--- src/rtl/cmd_responder_if.sv ---
// rtl/cmd_responder_if.sv - command-responder handshake bundle: request, register read port, tx stream
interface cmd_responder_if;
    logic        rd_start;
    logic [5:0]  rd_cmd;
    logic [15:0] rd_len;
    logic        busy;
    logic        reg_read;
    logic [15:0] reg_bytecount;
    logic [7:0]  reg_data_out;
    logic [7:0]  tx_data;
    logic        tx_valid;
    logic        tx_ready;

    modport master (
        input  rd_start, rd_cmd, rd_len, reg_data_out, tx_ready,
        output busy, reg_read, reg_bytecount, tx_data, tx_valid
    );

    modport slave (
        output rd_start, rd_cmd, rd_len, reg_data_out, tx_ready,
        input  busy, reg_read, reg_bytecount, tx_data, tx_valid
    );
endinterface

--- src/rtl/cmd_responder.sv ---
// rtl/cmd_responder.sv - frames read responses (header, length, data) with a prefetching register fetch engine
module cmd_responder #(
    parameter int FIFO_DEPTH = 4
) (
    input  logic             clk_usb,
    input  logic             rst_n,
    cmd_responder_if.master  bus
);
    localparam int AW = $clog2(FIFO_DEPTH);

    typedef enum logic [2:0] {
        S_IDLE,
        S_HDR,
        S_LEN_LO,
        S_LEN_HI,
        S_DATA
    } state_t;

    state_t      state;
    logic        busy_q;
    logic [7:0]  hdr_q;
    logic [15:0] len_q;
    logic [15:0] send_cnt;
    logic [15:0] fetch_cnt;
    logic        fetch_pend;

    logic [7:0]    fifo_mem [FIFO_DEPTH];
    logic [AW-1:0] wr_ptr;
    logic [AW-1:0] rd_ptr;
    logic [AW:0]   fifo_cnt;

    logic          accept;
    logic          hs;
    logic          pop;
    logic          push;
    logic          fetch;
    logic [AW+1:0] credit;
    logic          tx_valid_c;
    logic [7:0]    tx_data_c;

    assign accept = !busy_q && bus.rd_start;

    // tx outputs are a pure mux of state, latched header/length and FIFO storage
    always_comb begin
        tx_valid_c = 1'b0;
        tx_data_c  = 8'h00;
        case (state)
            S_HDR:    begin tx_valid_c = 1'b1; tx_data_c = hdr_q;       end
            S_LEN_LO: begin tx_valid_c = 1'b1; tx_data_c = len_q[7:0];  end
            S_LEN_HI: begin tx_valid_c = 1'b1; tx_data_c = len_q[15:8]; end
            S_DATA:   begin tx_valid_c = (fifo_cnt != '0); tx_data_c = fifo_mem[rd_ptr]; end
            default:  begin tx_valid_c = 1'b0; tx_data_c = 8'h00;       end
        endcase
    end

    assign hs   = tx_valid_c && bus.tx_ready;
    assign pop  = hs && (state == S_DATA);
    assign push = fetch_pend;

    // A pop in this cycle frees a slot, which keeps the stream gap-free even at depth 2
    assign credit = (AW+2)'(fifo_cnt) + (AW+2)'(fetch_pend) - (AW+2)'(pop);
    assign fetch  = busy_q && (fetch_cnt != len_q) && (credit < (AW+2)'(FIFO_DEPTH));

    assign bus.tx_valid      = tx_valid_c;
    assign bus.tx_data       = tx_data_c;
    assign bus.busy          = busy_q;
    assign bus.reg_read      = fetch;
    assign bus.reg_bytecount = fetch_cnt;

    always_ff @(posedge clk_usb or negedge rst_n) begin
        if (!rst_n) begin
            state    <= S_IDLE;
            busy_q   <= 1'b0;
            hdr_q    <= 8'h00;
            len_q    <= 16'h0000;
            send_cnt <= 16'h0000;
        end else begin
            case (state)
                S_IDLE: begin
                    if (bus.rd_start) begin
                        state    <= S_HDR;
                        busy_q   <= 1'b1;
                        hdr_q    <= {2'b10, bus.rd_cmd};
                        len_q    <= bus.rd_len;
                        send_cnt <= 16'h0000;
                    end
                end
                S_HDR:    if (hs) state <= S_LEN_LO;
                S_LEN_LO: if (hs) state <= S_LEN_HI;
                S_LEN_HI: begin
                    if (hs) begin
                        if (len_q != 16'h0000) begin
                            state <= S_DATA;
                        end else begin
                            state  <= S_IDLE;
                            busy_q <= 1'b0;
                        end
                    end
                end
                S_DATA: begin
                    if (hs) begin
                        if (send_cnt == len_q - 16'd1) begin
                            state  <= S_IDLE;
                            busy_q <= 1'b0;
                        end else begin
                            send_cnt <= send_cnt + 16'd1;
                        end
                    end
                end
                default: begin
                    state  <= S_IDLE;
                    busy_q <= 1'b0;
                end
            endcase
        end
    end

    always_ff @(posedge clk_usb or negedge rst_n) begin
        if (!rst_n) begin
            fetch_cnt  <= 16'h0000;
            fetch_pend <= 1'b0;
            wr_ptr     <= '0;
            rd_ptr     <= '0;
            fifo_cnt   <= '0;
        end else if (accept) begin
            fetch_cnt  <= 16'h0000;
            fetch_pend <= 1'b0;
            wr_ptr     <= '0;
            rd_ptr     <= '0;
            fifo_cnt   <= '0;
        end else begin
            fetch_pend <= fetch;
            if (fetch) fetch_cnt <= fetch_cnt + 16'd1;
            if (push)  wr_ptr    <= wr_ptr + AW'(1);
            if (pop)   rd_ptr    <= rd_ptr + AW'(1);
            fifo_cnt <= fifo_cnt + (AW+1)'(push) - (AW+1)'(pop);
        end
    end

    always_ff @(posedge clk_usb) begin
        if (push) fifo_mem[wr_ptr] <= bus.reg_data_out;
    end
endmodule

--- src/flat_wrapper.sv ---
// flat-port wrapper written by rule: the top's interface ports become plain ports
module cmd_responder_flat 
#(
    parameter int FIFO_DEPTH = 4
)
  (clk_usb, rst_n, bus_rd_start, bus_rd_cmd, bus_rd_len, bus_reg_data_out, bus_tx_ready, bus_busy, bus_reg_read, bus_reg_bytecount, bus_tx_data, bus_tx_valid);
  cmd_responder_if bus_i ();
  input  logic clk_usb;
  input  logic rst_n;
  input wire logic [$bits(bus_i.rd_start)-1:0] bus_rd_start;
  input wire logic [$bits(bus_i.rd_cmd)-1:0] bus_rd_cmd;
  input wire logic [$bits(bus_i.rd_len)-1:0] bus_rd_len;
  input wire logic [$bits(bus_i.reg_data_out)-1:0] bus_reg_data_out;
  input wire logic [$bits(bus_i.tx_ready)-1:0] bus_tx_ready;
  output wire logic [$bits(bus_i.busy)-1:0] bus_busy;
  output wire logic [$bits(bus_i.reg_read)-1:0] bus_reg_read;
  output wire logic [$bits(bus_i.reg_bytecount)-1:0] bus_reg_bytecount;
  output wire logic [$bits(bus_i.tx_data)-1:0] bus_tx_data;
  output wire logic [$bits(bus_i.tx_valid)-1:0] bus_tx_valid;
  assign bus_i.rd_start = bus_rd_start;
  assign bus_i.rd_cmd = bus_rd_cmd;
  assign bus_i.rd_len = bus_rd_len;
  assign bus_i.reg_data_out = bus_reg_data_out;
  assign bus_i.tx_ready = bus_tx_ready;
  assign bus_busy = bus_i.busy;
  assign bus_reg_read = bus_i.reg_read;
  assign bus_reg_bytecount = bus_i.reg_bytecount;
  assign bus_tx_data = bus_i.tx_data;
  assign bus_tx_valid = bus_i.tx_valid;
  cmd_responder #(.FIFO_DEPTH(FIFO_DEPTH)) u_core (.clk_usb(clk_usb), .rst_n(rst_n), .bus(bus_i));
endmodule
--- config.mk ---
export PLATFORM = sky130hd
export DESIGN_NAME = cmd_responder_flat
export DESIGN_NICKNAME = d
export VERILOG_FILES = /design/src/rtl/cmd_responder_if.sv /design/src/rtl/cmd_responder.sv /design/src/flat_wrapper.sv
export SDC_FILE = /design/constraint.sdc
export NUM_CORES = 1
export LEC_CHECK = 0
export ABC_AREA = 1
export CAP_MARGIN = 10
export CORE_ASPECT_RATIO = 1.75
export CORE_UTILIZATION = 45
export CTS_CLUSTER_SIZE = 30
export DETAILED_ROUTE_END_ITERATION = 8
export PLACE_DENSITY = 0.68
export SLEW_MARGIN = 20
export SYNTH_ARGS = -nofsm -noshare
export SYNTH_HDL_FRONTEND = slang
export SYNTH_SLANG_ARGS = --single-unit
export TNS_END_PERCENT = 100
--- constraint.sdc ---
create_clock -name clk_usb -period 3.3 [get_ports clk_usb]
set_input_delay 0.66 -clock clk_usb [delete_from_list [all_inputs] [get_ports clk_usb]]
set_output_delay 0.66 -clock clk_usb [all_outputs]
set_load 0.02 [all_outputs]
## Yosys cells after proc, flatten, opt, wreduce, memory -nomap -nowiden

Memory sizes are Yosys's and may differ from the RTL's.
Index checks and enable logic that the tools add are counted.

- Register bits after elaboration: 67
- Output and inout port bits: 27
- Bits in writable memories: 32
- Logic and storage cells: 85
- Memories: 1
- Memory bits (read-only): 0
- Latch bits: 0
- Input port bits: 34

Memories:

| memory | words | bits a word | read ports | clocked after Yosys merged registers in | wr ports | RTL line | source |
|---|---|---|---|---|---|---|---|
| u_core.fifo_mem | 4 | 8 | 1 | 0 | 1 | cmd_responder.sv:27 | `logic [7:0] fifo_mem [FIFO_DEPTH];` |

- Reduce and logical (&&, ||, !) cells: 19
- Multiply operators: 0
- Equal/unequal tests: 14
- Mux-type cells: 30
- $add $sub $neg: 9
- Magnitude comparators: 1
- Shift operators: 0
- Div/mod/pow operators: 0
- Bitwise gates (word level): 1

Operators with widths:

| cell | count |
|---|---|
| two-way mux 16 bit | 5 |
| adder 16 x 1 -> 16 bit, second input constant | 2 |
| case mux 16 bit (2 select lines) | 1 |
| case mux 8 bit (4 select lines) | 1 |
| two-way mux 3 bit | 8 |
| == test 16 bit | 1 |
| != test 16 bit | 1 |
| nonzero test 16 bit | 1 |
| subtractor 16 x 1 -> 16 bit, second input constant | 1 |
| case mux 3 bit (5 select lines) | 1 |
| AND reduction 6 bit | 2 |
| two-way mux 1 bit | 8 |
| two-way mux 2 bit | 4 |
| != test 2 x 1 -> 1 bit, second input constant | 4 |
| != test 2 bit, second input constant | 4 |
| nonzero test 2 bit | 4 |
| == test 3 x 2 -> 1 bit, second input constant | 2 |
| logical AND 1 bit | 5 |
| adder 2 x 1 -> 2 bit, second input constant | 2 |
| adder 3 x 1 -> 4 bit | 1 |
| less-than comparator 4 x 3 -> 1 bit, second input constant | 1 |
| case mux 1 bit (4 select lines) | 1 |
| AND reduction 4 bit | 1 |
| subtractor 4 x 1 -> 4 bit | 1 |
| other kinds (12) | 12 |

## Logic depth before layout (Yosys ltp)

- Word-level depth: 10
- Mapped depth: 22
- Depth with buffers taken out: 22

## Worst setup path before layout

OpenSTA, ideal clock, no wires.

- Path kind: flip-flop to output port
- Start point: reg u_core.state[0]
- End point: out bus_reg_read
- Arrival: 3.030 ns
- Required time: 2.640 ns
- Path slack: -0.390 ns
- Stages on the path, launching flop included: 20
- Buffers on the path: 0
- Cells stage by stage: dfrtp_1 > nor2_1 > nand2_2 > nor2_1 > inv_1 > o21ai_0 > nand2_1 > inv_1 > nand2_1 > inv_1 > ha_1 > inv_1 > ha_1 > inv_1 > fa_1 > xor2_1 > o211ai_1 > a21oi_1 > nand2_1 > inv_1

- Cells in the longest elaborated chain, start to end: 8
- Elaborated cells on any way between the ends: 11
- Classes of those cells: add/sub: 1; order compare: 1; eq/ne: 4; mux: 1; reduce/logical: 4

RTL lines:

| element | RTL line | source |
|---|---|---|
| start, declared | cmd_responder.sv:19 | `state_t state;` |
| start signal, assigned | cmd_responder.sv:72 | `state <= S_IDLE;` |
| start signal, assigned | cmd_responder.sv:81 | `state <= S_HDR;` |
| start signal, assigned | cmd_responder.sv:88 | `S_HDR: if (hs) state <= S_LEN_LO;` |
| == test 3 x 1 -> 1 bit / == test 3 x 2 -> 1 bit (equally long branches) | cmd_responder.sv:47 | `case (state)` |
| OR reduction 3 bit (no line) | n/a |  |
| case mux 1 bit (2 select lines) * | cmd_responder.sv:47 |  |
| via bus_tx_valid | flat_wrapper.sv:19 | `output wire logic [$bits(bus_i.tx_valid)-1:0] bus_tx_valid;` |
| logical AND 1 bit * | cmd_responder.sv:56 | `assign hs = tx_valid_c && bus.tx_ready;` |
| logical AND 1 bit * | cmd_responder.sv:57 | `assign pop = hs && (state == S_DATA);` |
| subtractor 4 x 1 -> 4 bit * | cmd_responder.sv:61 | `assign credit = (AW+2)'(fifo_cnt) + (AW+2)'(fetch_pend) - (AW+2)'(pop);` |
| less-than comparator 4 x 3 -> 1 bit * | cmd_responder.sv:62 | `assign fetch = busy_q && (fetch_cnt != len_q) && (credit < (AW+2)'(FIFO_DEPTH));` |
| logical AND 1 bit * | cmd_responder.sv:62 |  |
| end, declared | flat_wrapper.sv:16 | `output wire logic [$bits(bus_i.reg_read)-1:0] bus_reg_read;` |

Mark *: on every way through the listed nets, which the timed path passes. The rest lies on a longest branch.

## Worst setup path in the final report

- Start point: in bus_tx_ready
- End point: out bus_reg_read

- Cells in the longest elaborated chain, start to end: 5

RTL lines:

| element | RTL line | source |
|---|---|---|
| start, declared | flat_wrapper.sv:14 | `input wire logic [$bits(bus_i.tx_ready)-1:0] bus_tx_ready;` |
| logical AND 1 bit | cmd_responder.sv:56 |  |
| logical AND 1 bit | cmd_responder.sv:57 |  |
| subtractor 4 x 1 -> 4 bit | cmd_responder.sv:61 |  |
| less-than comparator 4 x 3 -> 1 bit | cmd_responder.sv:62 |  |
| logical AND 1 bit | cmd_responder.sv:62 |  |

No other way between the ends.

==> metrics.txt <==
Max Cap Violations 0; YS warnings 0; peak supply drop 0.000446 V; actual slew at the worst max-slew pin 0.664 ns; Syn Inst Count 773; startpoint types input pin; Clk Latency, worst-skew pair about 0.36 ns; Crit Path Max Fanout 3; count leader, synth nand2_1; Die Area 13,900 um2; design area 7480 um2; count of cell types in the netlist 36; syn_area_per_cell 7.82 um2; vias in the first global route 5,606; CP Class in -> out; Sequential cell area 2640 um2; CTS tree built; Wirelength per Cell 17.0 um; total iterations of the first detailed-routing run 5; CP max-delay cell clkdlybuf4s50_1; failing checks setup timing; Placed Area 7020 um2; Net count, final 909; Critical Path Max Stage Delay 0.54 ns; register clock-pin slew on the reported worst setup and hold paths 0.08 ns; Synth top area share 0.277; fraction of registers with async set/reset 0.677; core area 13,000 um2; unrepaired setup endpoints after global routing true; first-pass GRT wire length about 28,000 um; fin crit share 1.11; Total Wirelength 17,600 um; post-layout util 0.575; worst setup margin -0.352 ns; Die W 89.6 um; CP endpoint kind output port; Most Frequent Cell on Critical Path inv_2; drt via density around 5.4; Antenna Cells 0; Sink Count 99; Root Buffer clkbuf_16; layout cells sized above 1 0.140; Final Hold Viols 0; Final Skew 0.0130 ns; number of antenna violations at the first check in global routing 0; drc violations 0; Worst EP required 2.64 ns; Top Ports 61; DRT antenna net count 0; Max-slew headroom 0.557; Critical Path AT 2.99 ns; Max Slew Vio Count 0; area of the multi-input gates between 3000 and 4000 um2; initial core utilization 0.465; f_max ~270 MHz; cts-stage hold buffer count 0; post-DP HPWL 13,400 um; cell chain of the critical path clkdlybuf4s50_1 > nand2_2 > inv_2 > nand2_4 > inv_4 > ha_4 > inv_4 > ha_4 > inv_2 > fa_2 > xor2_2 > o211ai_1 > a21oi_1 > nand2_1 > inv_2 > buf_6; PwrDens 750 nW/um2; Tightest Hold Check Type in -> async; CTS max path bufs 2; post-layout minimum cycle time 3.65 ns; global placement routability congestion a little over 0.9; number of synthesized flops with an enable pin 32; Die H 155 um; I/O Buffers 60; number of core rows 55; H-Tree Level Count 3; post-synthesis sequential area ratio 0.436; CP Buf/Inv Count 7; TritonCTS buffer count 9; Most used DFF post-synth dfrtp_1; Area contributors post-synth dfrtp_1, edfxtp_1, nand2_1; GRT overflow 0; final setup violation count 1; DR iter-0 viols 269; most instantiated cells after synthesis nand2_1, nor2_1, inv_1; Fillers 1,156; largest net degree at the start of global routing 31; GRT Total Usage 0.271; Seq cells post-synth 99; leakage 3.45 nW; area leader, netlist dfrtp_1; synthesized area 6050 um2; Largest delay share family, worst path buffers and inverters; area grow syn2layout 23.8%; Synth Net Count between 800 and 900; outcome finished, violations left; via count 5,644
-- kinds of logic (layout without fill, tap and decap cells) --
logic type | after synthesis | after routing | share of synthesized area
AND/OR/NAND/NOR | 417 | 417 | 0.297
buffers and inverters | 114 | 208 | 0.0737
flip-flops | 99 | 99 | 0.436
AO/OA/AOI/OAI | 74 | 74 | 0.0795
XOR/XNOR | 46 | 46 | 0.0666
adder cells (fa/ha/maj) | 13 | 13 | 0.0281
multiplexers | 10 | 10 | 0.0186
-- worst reg2reg max path, delay by kind of cell (launching register included) --
family	cells	cell delay [ns]
adder cells (fa/ha/maj)	3	0.67
XOR/XNOR	1	0.17
AND/OR/NAND/NOR	9	0.89
AO/OA/AOI/OAI	3	0.29
buffers and inverters	6	0.42
flip-flops	1	0.42
-- per-stage QoR --
stage	hold slack (ns)	cells	setup TNS [ns]	power, mW	worst slack [ns]
after CTS	0.339	1033	-0.397	5.57	-0.397
after global placement	0.442	1013	-1.68	4.31	-0.869
final	0.316	1038	-0.352	5.61	-0.352
after floorplan	0.364	773	0	3.33	0.0135
after detailed placement	0.446	1013	-2.22	4.38	-0.884
after global routing	0.366	1038	-0.490	5.93	-0.490
-- registers in the layout, summed over array words and instances (netlist names) --
register,cells
u_core.fifo_cnt,3
u_core.bus.busy,1
u_core.wr_ptr,2
u_core.fifo_mem,32
u_core.fetch_pend,1
u_core.state,3
u_core.send_cnt,16
u_core.rd_ptr,2
u_core.bus.reg_bytecount,16
u_core.len_q,16
u_core.hdr_q,7
-- area by class of cell --
type | instances | share of cell area
Inverter | 95 | 0.0485
Sequential cell | 99 | 0.352
Clock inverter | 7 | 0.0119
Multi-Input combinational cell | 560 | 0.408
Timing Repair Buffer | 97 | 0.120
Clock buffer | 9 | 0.0301
Tap cell | 171 | 0.0286
-- layer usage --
metal | routed length (um) | track usage
met3 | 755 | 0.0414
met5 | 0 | 0
met1 | 6160 | 0.275
met2 | 9430 | 0.484
met4 | 1270 | 0.193
-- final timing paths --
kind,from,to,slack (ns),cells past startpoint
worst max-delay path,bus_tx_ready,bus_reg_read,-0.35,16
worst min-delay path,rst_n,u_core.send_cnt[14],0.32,1
worst max register to register,u_core.state[1],u_core.bus.reg_bytecount[12],0.32,22
worst min register to register,u_core.hdr_q[7],u_core.hdr_q[7],0.47,2
max in group asynchronous,rst_n,u_core.bus.reg_bytecount[11],2.11,2
min in group clk_usb,u_core.hdr_q[7],u_core.hdr_q[7],0.47,2
-- layout by cell type (no fill, tap or decap), drive strengths merged, types with 7 or more instances in the layout --
cell type and instances:
a21oi 19, buf 39, clkbuf 9, clkdlybuf4s50 51
dfrtp 67, edfxtp 32, ha 12, inv 97
mux2 10, nand2 203, nand3 44, nand4 16
nor2 128, nor3 15, nor4 7, o2111ai 7
o21ai 35, o32ai 8, xor2 40
-- what timing repair did --
item                                   CTS  global route
setup endpoints to repair                7             7
endpoints found under the hold margin    0             0
resized for setup                       22             9
pin swaps                                6             5
buffers inserted                         4             5
-- report_power, final --
part	leakage (nW)	switching, mW	internal [mW]
logic	2.15	1.56	1.05
clock network	0.153	0.556	0.550
registers	1.15	0.372	1.52
Power figures use the tool's default switching activity.
